## config.mk

```make
export PLATFORM = sky130hd
export DESIGN_NAME = pipe_trace_buffer
export DESIGN_NICKNAME = d
export VERILOG_FILES = /design/src/rtl/pipe_trace_pkg.sv /design/src/rtl/pipe_trace_buffer_ram.sv /design/src/rtl/pipe_trace_buffer.sv
export SDC_FILE = /design/constraint.sdc
export NUM_CORES = 2
export LEC_CHECK = 0
export BUFFER_PORTS_ARGS = -buffer_cell sky130_fd_sc_hd__buf_2
export CELL_PAD_IN_SITES_DETAIL_PLACEMENT = 1
export CELL_PAD_IN_SITES_GLOBAL_PLACEMENT = 1
export CORE_AREA = 10 10 552 554
export CTS_CLUSTER_DIAMETER = 100
export CTS_CLUSTER_SIZE = 30
export DETAILED_ROUTE_END_ITERATION = 10
export DIE_AREA = 0 0 562 564
export GPL_ROUTABILITY_DRIVEN = 0
export GPL_TIMING_DRIVEN = 1
export PLACE_DENSITY_LB_ADDON = 0.3
export SETUP_SLACK_MARGIN = 0.15
export SKIP_LAST_GASP = 1
export SLEW_MARGIN = 20
export SYNTH_ARGS = -nofsm -noshare
export SYNTH_HDL_FRONTEND = slang
export SYNTH_SLANG_ARGS = --single-unit
```

## constraint.sdc

```tcl
create_clock -name clock -period 23.2 [get_ports clock]
set_clock_uncertainty 0.2 [all_clocks]
set_input_delay 1.16 -clock clock [delete_from_list [all_inputs] [get_ports clock]]
set_output_delay 1.16 -clock clock [all_outputs]
set_load 0.02 [all_outputs]
```

## src/rtl/pipe_trace_pkg.sv

```systemverilog
// Shared types and helpers for the pipeline trace buffer.
// Entry layout, MSB first: {stamp, pc, per-stage valid bits, per-stage instruction words}.
package pipe_trace_pkg;

  typedef enum logic [2:0] {
    ST_IDLE = 3'd0,
    ST_PRE  = 3'd1,
    ST_POST = 3'd2,
    ST_DONE = 3'd3,
    ST_READ = 3'd4
  } trace_state_e;

  typedef enum logic [1:0] {
    TRIG_MANUAL = 2'd0,
    TRIG_PC     = 2'd1,
    TRIG_INSTR  = 2'd2,
    TRIG_RSVD   = 2'd3
  } trig_mode_e;

  localparam int DEF_XLEN    = 32;
  localparam int DEF_STAGES  = 5;
  localparam int DEF_STAMP_W = 16;

  // Entry view for the default 5-stage RV32 configuration.
  typedef struct packed {
    logic [DEF_STAMP_W-1:0]          stamp;
    logic [DEF_XLEN-1:0]             pc;
    logic [DEF_STAGES-1:0]           valid;
    logic [DEF_STAGES-1:0][31:0]     instr;
  } trace_entry_t;

  function automatic int entry_w(input int stamp_w, input int xlen, input int num_stages);
    return stamp_w + xlen + num_stages * 33;
  endfunction

endpackage

```

## src/rtl/pipe_trace_buffer_ram.sv

```systemverilog
// Simple dual-port trace storage: synchronous write, registered read, contents not reset.
module trace_ram
  import pipe_trace_pkg::*;
#(
  parameter int DEPTH = 16,
  parameter int WIDTH = 8
) (
  input  logic                     clk_i,
  input  logic                     we_i,
  input  logic [$clog2(DEPTH)-1:0] waddr_i,
  input  logic [WIDTH-1:0]         wdata_i,
  input  logic                     re_i,
  input  logic [$clog2(DEPTH)-1:0] raddr_i,
  output logic [WIDTH-1:0]         rdata_o
);

  logic [WIDTH-1:0] mem_q [DEPTH];
  logic [WIDTH-1:0] rdata_q;

  always_ff @(posedge clk_i) begin
    if (we_i) mem_q[waddr_i] <= wdata_i;
    if (re_i) rdata_q <= mem_q[raddr_i];
  end

  assign rdata_o = rdata_q;

endmodule

```

## src/rtl/pipe_trace_buffer.sv

```systemverilog
// Circular trace capture of PC and per-stage instructions; freezes after a trigger
// plus POST_TRIG entries, then drains oldest-first over a valid/ready port.
module pipe_trace_buffer
  import pipe_trace_pkg::*;
#(
  parameter int XLEN       = 32,
  parameter int NUM_STAGES = 5,
  parameter int DEPTH      = 16,
  parameter int POST_TRIG  = 8,
  parameter int STAMP_W    = 16
) (
  input  logic                                          clock,
  input  logic                                          reset,
  input  logic                                          trace_en,
  input  logic [XLEN-1:0]                               pc_in,
  input  logic [NUM_STAGES*32-1:0]                      stage_instr,
  input  logic [NUM_STAGES-1:0]                         stage_valid,
  input  logic [1:0]                                    trig_mode,
  input  logic [XLEN-1:0]                               trig_value,
  input  logic                                          trig_manual,
  input  logic                                          arm,
  output logic                                          rd_valid,
  input  logic                                          rd_ready,
  output logic [entry_w(STAMP_W, XLEN, NUM_STAGES)-1:0] rd_data,
  output logic                                          rd_last,
  output logic [2:0]                                    state_o,
  output logic [$clog2(DEPTH):0]                        entry_count
);

  localparam int EW = entry_w(STAMP_W, XLEN, NUM_STAGES);
  localparam int AW = $clog2(DEPTH);
  localparam logic [AW-1:0] POST_LAST = AW'((POST_TRIG == 0) ? 0 : POST_TRIG - 1);
  localparam logic [AW:0]   FULL      = (AW+1)'(DEPTH);
  localparam logic [AW:0]   ONE       = (AW+1)'(1);

  trace_state_e        state_q, state_d;
  logic [STAMP_W-1:0]  stamp_q;
  logic [AW-1:0]       wr_ptr_q, wr_ptr_d;
  logic [AW-1:0]       rd_ptr_q, rd_ptr_d;
  logic [AW-1:0]       post_q, post_d;
  logic [AW:0]         count_q, count_d;
  logic [NUM_STAGES-1:0] instr_hit;
  logic                trig_hit, wr_en, rd_en, xfer;
  logic [AW-1:0]       raddr;
  logic [EW-1:0]       wr_data, ram_rdata;

  for (genvar gi = 0; gi < NUM_STAGES; gi++) begin : g_match
    assign instr_hit[gi] = stage_valid[gi] && (stage_instr[32*gi +: 32] == trig_value[31:0]);
  end

  always_comb begin
    case (trig_mode_e'(trig_mode))
      TRIG_PC:    trig_hit = trig_manual || (pc_in == trig_value);
      TRIG_INSTR: trig_hit = trig_manual || (|instr_hit);
      default:    trig_hit = trig_manual;
    endcase
  end

  assign wr_data     = {stamp_q, pc_in, stage_valid, stage_instr};
  assign rd_valid    = (state_q == ST_READ);
  assign xfer        = rd_valid && rd_ready;
  assign rd_last     = rd_valid && (count_q == ONE);
  assign rd_data     = rd_valid ? ram_rdata : '0;
  assign state_o     = state_q;
  assign entry_count = count_q;

  always_comb begin
    state_d  = state_q;
    wr_ptr_d = wr_ptr_q;
    rd_ptr_d = rd_ptr_q;
    post_d   = post_q;
    count_d  = count_q;
    wr_en    = 1'b0;
    rd_en    = 1'b0;
    raddr    = rd_ptr_q;
    case (state_q)
      ST_IDLE: begin
        if (arm) begin
          state_d  = ST_PRE;
          wr_ptr_d = '0;
          count_d  = '0;
          post_d   = '0;
        end
      end
      ST_PRE, ST_POST: begin
        if (trace_en) begin
          wr_en    = 1'b1;
          wr_ptr_d = wr_ptr_q + AW'(1);
          if (count_q != FULL) count_d = count_q + ONE;
          if (state_q == ST_PRE) begin
            if (trig_hit) state_d = (POST_TRIG == 0) ? ST_DONE : ST_POST;
          end else begin
            post_d = post_q + AW'(1);
            if (post_q == POST_LAST) state_d = ST_DONE;
          end
        end
      end
      ST_DONE: begin
        // Prefetch the oldest entry so rd_data is valid on the first READ cycle.
        rd_ptr_d = wr_ptr_q - count_q[AW-1:0];
        raddr    = rd_ptr_d;
        rd_en    = 1'b1;
        state_d  = ST_READ;
      end
      ST_READ: begin
        rd_en = 1'b1;
        if (xfer) begin
          rd_ptr_d = rd_ptr_q + AW'(1);
          count_d  = count_q - ONE;
          raddr    = rd_ptr_d;
          if (count_q == ONE) state_d = ST_IDLE;
        end
      end
      default: state_d = ST_IDLE;
    endcase
  end

  always_ff @(posedge clock or negedge reset) begin
    if (!reset) begin
      state_q  <= ST_IDLE;
      stamp_q  <= '0;
      wr_ptr_q <= '0;
      rd_ptr_q <= '0;
      post_q   <= '0;
      count_q  <= '0;
    end else begin
      state_q  <= state_d;
      stamp_q  <= stamp_q + STAMP_W'(1);
      wr_ptr_q <= wr_ptr_d;
      rd_ptr_q <= rd_ptr_d;
      post_q   <= post_d;
      count_q  <= count_d;
    end
  end

  trace_ram #(
    .DEPTH (DEPTH),
    .WIDTH (EW)
  ) u_ram (
    .clk_i   (clock),
    .we_i    (wr_en),
    .waddr_i (wr_ptr_q),
    .wdata_i (wr_data),
    .re_i    (rd_en),
    .raddr_i (raddr),
    .rdata_o (ram_rdata)
  );

endmodule
```

==> flow_summary_export.csv <==
group,metric,value,unit
run_status,outcome,"complete, no violations",
placement,port_buffers,459,
finish,area_growth_syn_to_layout,6.93,%
timing,drv_slew,0,
critical_path,crit_fanout,81,
global_routing,use_met3,0.0565,
global_routing,grt_antenna_before_repair,128,
critical_path,rrSetupSlack,14.73,ns
route,post_drt_wl_per_cell,31.6,um
global_routing,use_met2,0.463,
pwr,p_leak,52.9,nW
critical_path,crit_top_cell,"buf_4",
critical_path,slowest_delay,0.79,ns
finish,layout-drive-gt1-share,0.0850,
logic_synthesis,synth-main-ff-cell,"edfxtp_1",
finish,fin_nets,11345,
logic_synthesis,ys_ff_latch,3657,
timing,rsz0062_at_grt,"false",
route,vias,96270,
timing,finalCritPeriodShare,0.365,
route,firstDrtPassIters,7,
logic_synthesis,synth_area_leaders,"edfxtp_1 74%, nand2_1 8.8%, nand3_1 5.9%",
cts,cts_buffer_depth,4,
critical_path,cp_num_cells,17,
worst_hold_path,min_path_type,"in -> async",
critical_path,r2r_start,"state_o[1]",
timing,relSlewSlack,0.142,
logic_synthesis,synth_top_area_cell,"edfxtp_1",
cts,cts_tree,"yes",
timing,max_freq,118,MHz
floorplanning,fp.dieW,562,um
cts,numCtsBuffers,148,
logic_synthesis,synth_edf_count,3621,
critical_path,crit_family,"buffers and inverters",
timing,tightest_slew,1.29,ns
logic_synthesis,yosys_warnings,0,
critical_path,cp_slowest_cell,"buf_4",
critical_path,critical_path_class,"reg -> reg",
global_routing,grt.busiest_layer,"met2",
critical_path,worstPathCellList,"nor2_2 -> nand2_2 -> inv_8 -> nand3_1 -> o211ai_4 -> buf_4 -> buf_4 -> buf_4 -> buf_4 -> buf_4 -> buf_4 -> buf_4 -> nand2_1 -> and3_1 -> a311oi_2 -> a311oi_1 -> a31oi_1",
cts,root_buffer,"clkbuf_16",
floorplanning,die-area,0.317,sq mm
cts,ctsHoldBuffers,0,
route,vias_per_cell,6.37,
pwr,worst_ir_drop_vdd,192,uV
timing,setup-tns-final,0,ns
cts,cts.htree.levels,4,
logic_synthesis,syn_inst,11074,
finish,mostFrequentLayoutCells,"3,621 x edfxtp_1, 3,428 x nand2_1, 1,725 x nand3_1",
finish,final_common_cell,"edfxtp_1",
critical_path,setup.worst_path.end,"u_ram.rdata_o[142]",
logic_synthesis,synth_top_area_frac,0.745,
route,routed_wl,478,mm
floorplanning,die_h,564,um
cts,cts_sinks,3657,
global_routing,grt_max_degree,200,
critical_path,cp_data_required_time,23.73,ns
floorplanning,initial_core_util,0.498,
global_routing,grt_remaining_overflow,0,
timing,hold_viol,0,
logic_synthesis,synth_cell_type_count,58,
logic_synthesis,synth_area,0.146,sq mm
critical_path,r2r_end,"u_ram.rdata_o[142]",
global_routing,grtUsageMet1,0.400,
logic_synthesis,synthArstFlopShare,0.00984,
global_routing,grt_pass1_vias,99451,
floorplanning,coreArea,0.293,sq mm
cts,cts_resized,0,
route,drc,0,
finish,fin_area,0.156,sq mm
critical_path,end_kind,"flop",
global_routing,grt_pass1_wl,685,mm
logic_synthesis,yosysSeqAreaShare,0.751,
placement,dp.final_hpwl,259,mm
pwr,power_density,138,mW/mm^2
global_routing,grt.total_usage,0.291,
critical_path,crit_path_start,"state_o[1]",
critical_path,cp-start-kind,"flop",
logic_synthesis,syn_nets,11327,
route,drtIter0Drc,13457,
logic_synthesis,syn_area_per_cell,13.2,sq um
floorplanning,ios,460,
critical_path,worst_ep_arrival_time,9.00,ns
cts,post_cts_buffers,0,
flow_run,cap_violations,0,
cts,clk_pin_slew,0.12,ns
route,detail-route-antenna-nets,0,
critical_path,critPathBufInv,8,
floorplanning,placementRows,199,
timing,period_minus_slack,8.47,ns
cts,clk_latency,0.91,ns
placement,dpl_cell_area,0.152,sq mm
timing,setup_viol,0,
critical_path,rr_worst_depth,17,
## cell families after synthesis
family | synth area share
and+or+nand+nor | 0.170
DFF | 0.751
buffers and inverters | 0.0229
AOI/OAI and AO/OA | 0.0415
xor gates and xnor gates | 0.0125
adders and majority gates | 0.00149
muxes | 0.000300
## flip-flops by register name, indices dropped and copies added (netlist names)
register / count
entry_count: 5
post_q: 4
rd_ptr_q: 4
stamp_q: 16
state_o: 3
u_ram.mem_q: 3408
u_ram.rdata_o: 213
wr_ptr_q: 4
## final cells by class
class	instances	area (sq um)
fill	29111	137000
sequential	3657	110000
multi-input combinational	6626	33200
tap	3919	4900
timing repair buffer	641	3940
clock buffer	168	3850
clock inverter	20	293
antenna	75	188
inverter	18	106
## worst reg2reg max path: stages, from the launching register on
cell and delay (ns):
dfrtp_1 0.62, nor2_2 0.24, nand2_2 0.20, inv_8 0.45, nand3_1 0.23, o211ai_4 0.10
buf_4 0.62, buf_4 0.73, buf_4 0.83, buf_4 0.76, buf_4 0.75, buf_4 0.83
buf_4 0.84, nand2_1 0.11, and3_1 0.22, a311oi_2 0.27, a311oi_1 0.10, a31oi_1 0.20
## layer usage
metal,up-vias,routed length [um]
met4,50,19000
met2,4987,224000
met5,-,326
li1,40229,-
met1,50159,186000
met3,845,48600
## report_power, final
part	switching, mW	leakage [nW]	internal (mW)
Sequential	0.209	33.2	8.06
Combinational	7.29	17.7	2.66
Clock	2.01	2.02	1.24
Total	9.51	52.9	12.0
## cell usage after synthesis (42+ instances only)
library cell and number:
xnor2_1 122, clkbuf_1 539, buf_1 42, buf_2 167
nand3_1 1725, nand2_1 3429, a311oi_2 100, a31oi_1 215
edfxtp_1 3621, and2_1 216, and3_1 218, xor2_1 86
a311oi_1 326
## through the flow
step | total power [mW] | hold slack, ns | utilization | cells | setup WS [ns]
final | 21.5 | 0.169 | 0.532 | 15124 | 14.73
after global routing | 22.6 | 0.207 | 0.532 | 15082 | 14.08
after CTS | 21.4 | 0.164 | 0.531 | 15047 | 14.76
after detailed placement | 18.2 | 0.308 | 0.517 | 14859 | 14.79
after global placement | 17.7 | 0.308 | 0.517 | 14859 | 15.06
after floorplan | 15.2 | 0.285 | - | 11074 | 5.74
## worst min path at each step
stage	start	end	slack (ns)	depth (start not counted)
after floorplan	post_q[0]	post_q[0]	0.29	1
after global placement	entry_count[4]	entry_count[4]	0.31	1
after detailed placement	entry_count[4]	entry_count[4]	0.31	1
after CTS	reset	stamp_q[0]	0.16	1
after global routing	reset	stamp_q[0]	0.21	1
final	reset	stamp_q[0]	0.17	1
Note: power is estimated with default switching activity, not from simulation.
